[src/rtl/vote_tally.sv]
// Election tally: counts one-hot votes during an open session, then scans the
// tallies one candidate per cycle to report the winner and whether it is a tie.
module vote_tally #(
   parameter int NUM_CAND = 4,
   parameter int CNT_W    = 21,
   parameter int IDX_W    = 2
) (
   input  logic                      clk,
   input  logic                      rst,
   input  logic                      open,
   input  logic                      close,
   input  logic [NUM_CAND-1:0]       vote,
   output logic                      vote_ok,
   output logic                      vote_rej,
   output logic [1:0]                state,
   output logic [NUM_CAND*CNT_W-1:0] counts,
   output logic [CNT_W-1:0]          total,
   output logic [CNT_W-1:0]          rej_count,
   output logic [IDX_W-1:0]          winner,
   output logic                      tie,
   output logic                      result_valid
);

   typedef enum logic [1:0] {
      S_IDLE = 2'd0,
      S_OPEN = 2'd1,
      S_SCAN = 2'd2,
      S_DONE = 2'd3
   } state_t;

   localparam logic [CNT_W-1:0] CNT_MAX  = '1;
   localparam logic [IDX_W-1:0] LAST_IDX = IDX_W'(NUM_CAND - 1);

   state_t           state_q, state_d;
   logic [CNT_W-1:0] cnt_q [NUM_CAND];
   logic [CNT_W-1:0] cnt_d [NUM_CAND];
   logic [CNT_W-1:0] total_q, total_d;
   logic [CNT_W-1:0] rej_q, rej_d;
   logic [IDX_W-1:0] scan_idx_q, scan_idx_d;
   logic [CNT_W-1:0] best_val_q, best_val_d;
   logic [IDX_W-1:0] best_idx_q, best_idx_d;
   logic             tie_q, tie_d;
   logic             vote_ok_q, vote_rej_q;

   logic             start_session, start_scan;
   logic             vote_req, vote_multi, seen;
   logic [IDX_W-1:0] tgt_idx;
   logic             tgt_sat, accept, reject;
   logic [CNT_W-1:0] cur_val;

   always_comb begin
      state_d       = state_q;
      start_session = 1'b0;
      start_scan    = 1'b0;
      case (state_q)
         S_IDLE, S_DONE: begin
            if (open) begin
               state_d       = S_OPEN;
               start_session = 1'b1;
            end
         end
         S_OPEN: begin
            // close has priority over a simultaneous open
            if (close) begin
               state_d    = S_SCAN;
               start_scan = 1'b1;
            end
         end
         S_SCAN: begin
            if (scan_idx_q == LAST_IDX) state_d = S_DONE;
         end
         default: state_d = S_IDLE;
      endcase
   end

   always_comb begin
      vote_req   = |vote;
      vote_multi = 1'b0;
      seen       = 1'b0;
      tgt_idx    = '0;
      for (int i = 0; i < NUM_CAND; i++) begin
         if (vote[i]) begin
            if (seen) vote_multi = 1'b1;
            seen    = 1'b1;
            tgt_idx = IDX_W'(i);
         end
      end
   end

   // A vote sampled on the close edge is still judged as an OPEN-state vote.
   assign tgt_sat = (cnt_q[tgt_idx] == CNT_MAX);
   assign accept  = vote_req && (state_q == S_OPEN) && !vote_multi && !tgt_sat;
   assign reject  = vote_req && !accept;
   assign cur_val = cnt_q[scan_idx_q];

   always_comb begin
      cnt_d      = cnt_q;
      total_d    = total_q;
      rej_d      = rej_q;
      scan_idx_d = scan_idx_q;
      best_val_d = best_val_q;
      best_idx_d = best_idx_q;
      tie_d      = tie_q;
      if (start_session) begin
         for (int i = 0; i < NUM_CAND; i++) cnt_d[i] = '0;
         total_d    = '0;
         rej_d      = '0;
         best_idx_d = '0;
         tie_d      = 1'b0;
      end
      if (accept) begin
         cnt_d[tgt_idx] = cnt_q[tgt_idx] + CNT_W'(1);
         if (total_q != CNT_MAX) total_d = total_q + CNT_W'(1);
      end
      if (reject && (rej_d != CNT_MAX)) rej_d = rej_d + CNT_W'(1);
      if (start_scan) begin
         scan_idx_d = '0;
         best_val_d = '0;
         best_idx_d = '0;
         tie_d      = 1'b0;
      end
      if (state_q == S_SCAN) begin
         scan_idx_d = scan_idx_q + IDX_W'(1);
         // Equal tallies keep the earlier (lower) index and flag a tie.
         if (cur_val > best_val_q) begin
            best_val_d = cur_val;
            best_idx_d = scan_idx_q;
            tie_d      = 1'b0;
         end else if (cur_val == best_val_q) begin
            tie_d = 1'b1;
         end
      end
   end

   always_ff @(posedge clk) begin
      if (rst) begin
         state_q    <= S_IDLE;
         for (int i = 0; i < NUM_CAND; i++) cnt_q[i] <= '0;
         total_q    <= '0;
         rej_q      <= '0;
         scan_idx_q <= '0;
         best_val_q <= '0;
         best_idx_q <= '0;
         tie_q      <= 1'b0;
         vote_ok_q  <= 1'b0;
         vote_rej_q <= 1'b0;
      end else begin
         state_q    <= state_d;
         cnt_q      <= cnt_d;
         total_q    <= total_d;
         rej_q      <= rej_d;
         scan_idx_q <= scan_idx_d;
         best_val_q <= best_val_d;
         best_idx_q <= best_idx_d;
         tie_q      <= tie_d;
         vote_ok_q  <= accept;
         vote_rej_q <= reject;
      end
   end

   always_comb begin
      counts = '0;
      for (int i = 0; i < NUM_CAND; i++) counts[i*CNT_W +: CNT_W] = cnt_q[i];
   end

   assign state        = state_q;
   assign total        = total_q;
   assign rej_count    = rej_q;
   assign winner       = best_idx_q;
   assign tie          = tie_q;
   assign vote_ok      = vote_ok_q;
   assign vote_rej     = vote_rej_q;
   assign result_valid = (state_q == S_DONE);

endmodule

[config.mk]
export PLATFORM = sky130hd
export DESIGN_NAME = vote_tally
export DESIGN_NICKNAME = d
export VERILOG_FILES = /design/src/rtl/vote_tally.sv
export SDC_FILE = /design/constraint.sdc
export NUM_CORES = 1
export LEC_CHECK = 0
export CAP_MARGIN = 25
export CORE_UTILIZATION = 39
export CTS_CLUSTER_DIAMETER = 50
export DETAILED_ROUTE_END_ITERATION = 12
export MAX_ROUTING_LAYER = met4
export PLACE_DENSITY_LB_ADDON = 0.05
export REMOVE_ABC_BUFFERS = 1
export SYNTH_ARGS = -nofsm -noshare
export SYNTH_HDL_FRONTEND = slang
export SYNTH_SLANG_ARGS = --single-unit
[constraint.sdc]
create_clock -name clk -period 4.9 [get_ports clk]
set_clock_uncertainty 0.05 [all_clocks]
set_input_delay 0.735 -clock clk [delete_from_list [all_inputs] [get_ports clk]]
set_output_delay 0.735 -clock clk [all_outputs]
set_load 0.02 [all_outputs]
Word level (Yosys, flattened, before mapping)
Cells that the tools add are included.
{"block": "word_totals", "output_inout_bits": 134, "elab_cells": 98, "register_bits": 156, "input_bits": 8}
{"block": "classes", "n_eq_ne": 11, "addsub": 4, "bitwise": 2, "n_lt_le_gt_ge": 4, "n_reduce_logical": 14, "n_mux": 50}
{"cell": "21-bit two-way mux", "count": 13}
{"cell": "84-bit two-way mux", "count": 2}
{"cell": "21-bit binary-select mux with 2-bit select", "count": 2}
{"cell": "84-bit bitwise mux", "count": 1}
{"cell": "21-bit by 1-bit adder with 21-bit output, second input constant", "count": 3}
{"cell": "21-bit demux with 2-bit select", "count": 1}
{"cell": "21-bit != test, second input constant", "count": 2}
{"cell": "2-bit two-way mux", "count": 11}
{"cell": "21-bit equality test", "count": 1}
{"cell": "21-bit equality test, second input constant", "count": 1}
{"cell": "21-bit > comparator", "count": 1}
{"cell": "1-bit two-way mux", "count": 19}
{"cell": "2-bit equality test, second input constant", "count": 3}
{"cell": "3-bit greater-or-equal comparator, second input constant", "count": 2}
{"cell": "1-bit logical AND", "count": 6}
{"cell": "2-bit != test, second input constant", "count": 3}
{"cell": "2-bit inverter with 3-bit output", "count": 2}
{"cell": "2-bit case mux with 3 select lines", "count": 1}
{"cell": "4-bit OR reduction", "count": 1}
{"cell": "1-bit zero test", "count": 3}
{"cell": "3-bit by 1-bit less-than comparator with 1-bit output, second input constant", "count": 1}
{"cell": "3-bit AND reduction", "count": 1}
{"cell": "2-bit by 1-bit adder with 2-bit output, second input constant", "count": 1}
{"cell": "2-bit by 1-bit equality test with 1-bit output, second input constant", "count": 1}
{"cell": "other kinds (3)", "count": 3}

Longest topological paths before layout
{"block": "depth", "ltp_word": 14, "mapped_depth": 14, "ltp_nobuf": 12}

Worst setup path after synthesis
Ideal clock, no wire load.
{"block": "synth_path", "kind": "register to register", "startpoint": "reg scan_idx_q[0]", "endpoint": "reg best_val_q[0]", "setup_ns": 0.074, "path_buffers": 3, "arrival_time_ns": 3.876, "synth_period_minus_slack_ns": 3.999, "stages_incl_launch_ff": 14, "t_required_ns": 4.776, "setup_slack_ns": 0.901, "cell_sequence": "dfxtp_1 > clkbuf_1 > buf_1 > mux4_2 > ha_1 > a21o_1 > a21o_1 > a21o_1 > a21oi_1 > o211ai_1 > a221o_1 > nand3_1 > buf_1 > mux2i_1"}
{"block": "synth_between", "elab_chain_cells": 7}
{"item": "start: declaration", "line": "39", "text": "logic [IDX_W-1:0] scan_idx_q, scan_idx_d;"}
{"item": "start signal: assignment", "line": "152", "text": "scan_idx_q <= scan_idx_d;"}
{"item": "2-bit inverter with 3-bit output (not written as such) *", "line": "94", "text": "assign cur_val = cnt_q[scan_idx_q];"}
{"item": "21-bit binary-select mux with 2-bit select *", "line": "94"}
{"item": "21-bit two-way mux (not written as such) * (2 in a row)", "line": "94"}
{"item": "21-bit > comparator", "line": "125", "text": "if (cur_val > best_val_q) begin"}
{"item": "21-bit two-way mux *", "line": "125"}
{"item": "21-bit two-way mux *", "line": "122", "text": "if (state_q == S_SCAN) begin"}
{"item": "end signal: assignment", "line": "153", "text": "best_val_q <= best_val_d;"}
{"item": "end: declaration", "line": "40", "text": "logic [CNT_W-1:0] best_val_q, best_val_d;"}
Every way passes the cells marked *; elsewhere a longest branch is shown, timed or not. The select of a mux whose other input is x is not followed.
A chain may end at the register's enable or synchronous reset.

Worst setup path after layout
{"block": "layout_path", "startpoint": "in vote[3]", "endpoint": "reg cnt_q (netlist bit counts[1])"}
{"block": "layout_between", "elab_chain_cells": 9, "elab_cells_between_ends": 21, "classes_between": "1 x add/sub; 2 x order compare; 1 x eq/ne; 9 x mux; 1 x bitwise; 7 x reduce/logical"}
{"item": "start: declaration", "line": "12", "text": "input logic [NUM_CAND-1:0] vote,"}
{"item": "parallel branches: the longest is 8 deep, another holds 21-bit by 1-bit adder with 21-bit output"}
{"item": "84-bit two-way mux *", "line": "111", "text": "if (accept) begin"}
{"item": "end signal: assignment", "line": "149", "text": "cnt_q <= cnt_d;"}
{"item": "end: declaration", "line": "35", "text": "logic [CNT_W-1:0] cnt_q [NUM_CAND];"}
Every way passes the cells marked *. The select of a mux whose other input is x is not followed.

==> impl_results.md <==
- Rows: 53
- DRT Wirelength: around 26,000 um
- Final setup violation count: 0
- Slew Limit Fails: 0
- Critical path launch point type: input port
- Commonest non-fill, non-tap cell in the layout: dfxtp_1
- Vias per cell: between 5 and 6
- Final worst path period need: 4.053 ns
- Vert. Die Dim: between 150 and 200 um
- Critical Path End Type: register
- Layout Nets: 1,144
- Placement Cell Area: ~10,000 sq um
- M3 GR Usage: 5.061%
- Worst path depth: 11
- Routability Congestion: 0.8513
- Die ar.: 22,600 sq um
- Critical-path cell list: clkdlybuf4s50_1 > inv_1 > o221ai_1 > o2bb2ai_1 > or4b_1 > o41a_1 > buf_4 > nand2_1 > buf_12 > nand3_1 > a21oi_1
- Core box area: 21,290 sq um
- # DRC: 0
- TritonCTS clock tree: yes
- DRT iter0 DRCs: between 400 and 500
- CP required: 5.21 ns
- First-pass GRT wire length: 41,050 um
- Leakage: 4.009 nW
- CP Data Arrival Time: about 4.4 ns
- Max VDD drop: roughly 0.00018 V
- Worst-case clock buffer depth: 2
- Power per cell area: 300.9 nW/um^2
- Slowest stage cell, crit path: or4b_1
- Critical R2R Capture: total[12]
- Post-synthesis async set-or-reset flop share: 0%
- Final Core Density: 51.21%
- Family with the most delay on the worst path: buffers and inverters
- Layout cells sized above 1: about a tenth
- Antenna violations before repair: 0
- Antenna Violating Nets Remaining: 0
- Least-Margin Pin Slew: 0.9591 ns
- Initial Util: 40.31%
- FF+latch count, synth: 156
- Fillers: 2,034
- GRT busiest layer: met2
- Sequential area share after synthesis: 36.40%
- GR Util All Layers: about a quarter
- Critical Path Source: vote[3]
- Tightest Hold Check Type: register to register
- Clk pin slew, worst setup/hold paths: 0.07 ns
- R2r setup slk: roughly 1.1 ns
- Clk root buf: clkbuf_16
- Post-synthesis cell type count: 71
- Max Fclk: 246.7 MHz
- Synth Cell Area: 8581 sq um
- Fin crit share: between 80 and 90%
- Total CTS buffers: 17
- Grt met1 use: 31.47%
- Avg Cell Area, Syn: 8.720 sq um
- DR pass1 iterations: 5
- DR WL/cell: 18.82 um
- Area Overhead vs Synth: 27.03%
- I/O pin count: 142
- Worst Path Max Fanout: 27
- CTS sink count: around 160
- Critical Path Sink: counts[1]
- Vias in the first global route: 7,247
- Largest stage delay, worst path: approximately 0.70 ns
- Final Power: 3.280 mW
- Worst Setup Path Type: input port to register
- TNS Setup: 0 ns
- FF-to-FF path depth: 10
- ANT cells: 0
- Most frequent cells in the layout: 155 x dfxtp_1, 140 x clkdlybuf4s50_1, 96 x nand3_1, 92 x nand2_1, 62 x nor2_1
- Syn. warnings: 0
- Number of gates resized after CTS: 0
- Remaining global-route overflow: 0
- DIE WIDTH: 150.3 um
- Met2 Use GR: 38.76%
- Design Area, Final: 10,900 sq um
- IO buf count: 141
- Post-synth EDFFs: 0
- Cell count after synthesis: 984
- Worst Hold Depth: 2
- Placed Cells incl. Taps: 1,364
- Number of max-cap violations: 0
- Outcome: finished, final reports clean
- RSZ-0062 raised after global routing: false
- Main synth FF type: dfxtp_1
- Insertion delay to the later sink of the worst-skew pair: 0.43 ns
- H-tree levels: 4
- Worst path buffer plus inverter count: 4
- R2r startpoint: total[0]
- Fin. Hold Viols: 0
- DP HPWL: 18,980 um
- Vias post-DR: 7,708
- CTS Hold Bufs: 0
- Post-CTS Setup Inserts: 0
- Non-filler cells, final: 1,396
- Largest net degree at the start of global routing: 62
- Worst slew margin: 35.38%
## how the worst min path moves through the flow
stage	slack [ns]	start	end
CTS	0.41	best_val_q[18]	best_val_q[18]
global placement	0.39	best_val_q[20]	best_val_q[20]
global route	0.43	best_val_q[13]	best_val_q[13]
floorplan	0.39	best_val_q[10]	best_val_q[10]
detailed placement	0.40	best_val_q[18]	best_val_q[18]
finish	0.41	best_val_q[18]	best_val_q[18]
## where the power goes
part	total [mW]	switching (mW)	internal (mW)	leakage (nW)
Combinational	0.601	0.387	0.214	2.47
Clock	1.34	0.566	0.769	0.281
Sequential	1.34	0.0472	1.30	1.26
## cell usage after synthesis, types with 20 or more instances
cell type | n | area, sq um
nor2_1 | 62 | 232.7
o21ai_0 | 61 | 305.3
mux2i_1 | 44 | 440.4
nand2b_1 | 41 | 256.5
clkbuf_1 | 41 | 153.9
nand2_1 | 92 | 345.3
ha_1 | 28 | 350.3
xnor2_1 | 20 | 175.2
a21oi_1 | 33 | 165.2
o31ai_1 | 22 | 165.2
inv_1 | 36 | 135.1
dfxtp_1 | 156 | 3123
nand3_1 | 96 | 480.5
mux4_2 | 21 | 473.0
## layout make-up
class / count / area [sq um] / area share (%)
inverter: 37 / 138.9 / 1.274
clock inverter: 12 / 137.6 / 1.263
tap: 275 / 344.1 / 3.157
timing repair buffer: 171 / 1677 / 15.38
multi-input combinational: 725 / 5032 / 46.17
clock buffer: 20 / 446.7 / 4.098
sequential: 156 / 3124 / 28.66
## logic make-up (layout without fill, tap and decap cells)
kind of cell	after synthesis	count (layout)	synth area share (%)
AND/OR/NAND/NOR	387	387	23.18
XOR/XNOR	34	34	3.470
adder cells (fa/ha/maj)	28	28	4.083
flip-flops	156	156	36.40
AO/OA/AOI/OAI	202	202	15.91
buffers and inverters	103	240	5.133
multiplexers	74	74	11.83
## sequential cells by signal (all words and copies together), names as in the netlist
signal / cells
state: 2
best_val_q: 21
tie: 1
counts: 84
scan_idx_q: 2
total: 21
vote_ok: 1
vote_rej: 1
rej_count: 21
winner: 2
## metrics by stage
| stage | hold WS [ns] | setup slack (ns) |
|---|---|---|
| after CTS | 0.4124 | 0.8956 |
| after detailed placement | 0.4026 | 0.4331 |
| final | 0.4088 | 0.8466 |
| after global routing | 0.4327 | 0.6032 |
| after floorplan | 0.3880 | 0.7352 |
| after global placement | 0.3945 | 0.2787 |
## per-layer routing
layer,wire (um),up-vias
li1,-,3823
met1,12100,3681
met2,12400,174
met3,1317,30
met4,451,0
met5,0,-
## worst reg2reg max path: stages, from the launching register on
cell and delay, ns:
dfxtp_1 0.47, ha_1 0.26, nand3_1 0.16, or4_1 0.61, nor4_1 0.51, nand4_1 0.26, or3_1 0.46, nor3b_2 0.25
buf_6 0.20, and3_1 0.19, a221o_1 0.25
No activity file was read; power rests on OpenSTA's default activity.
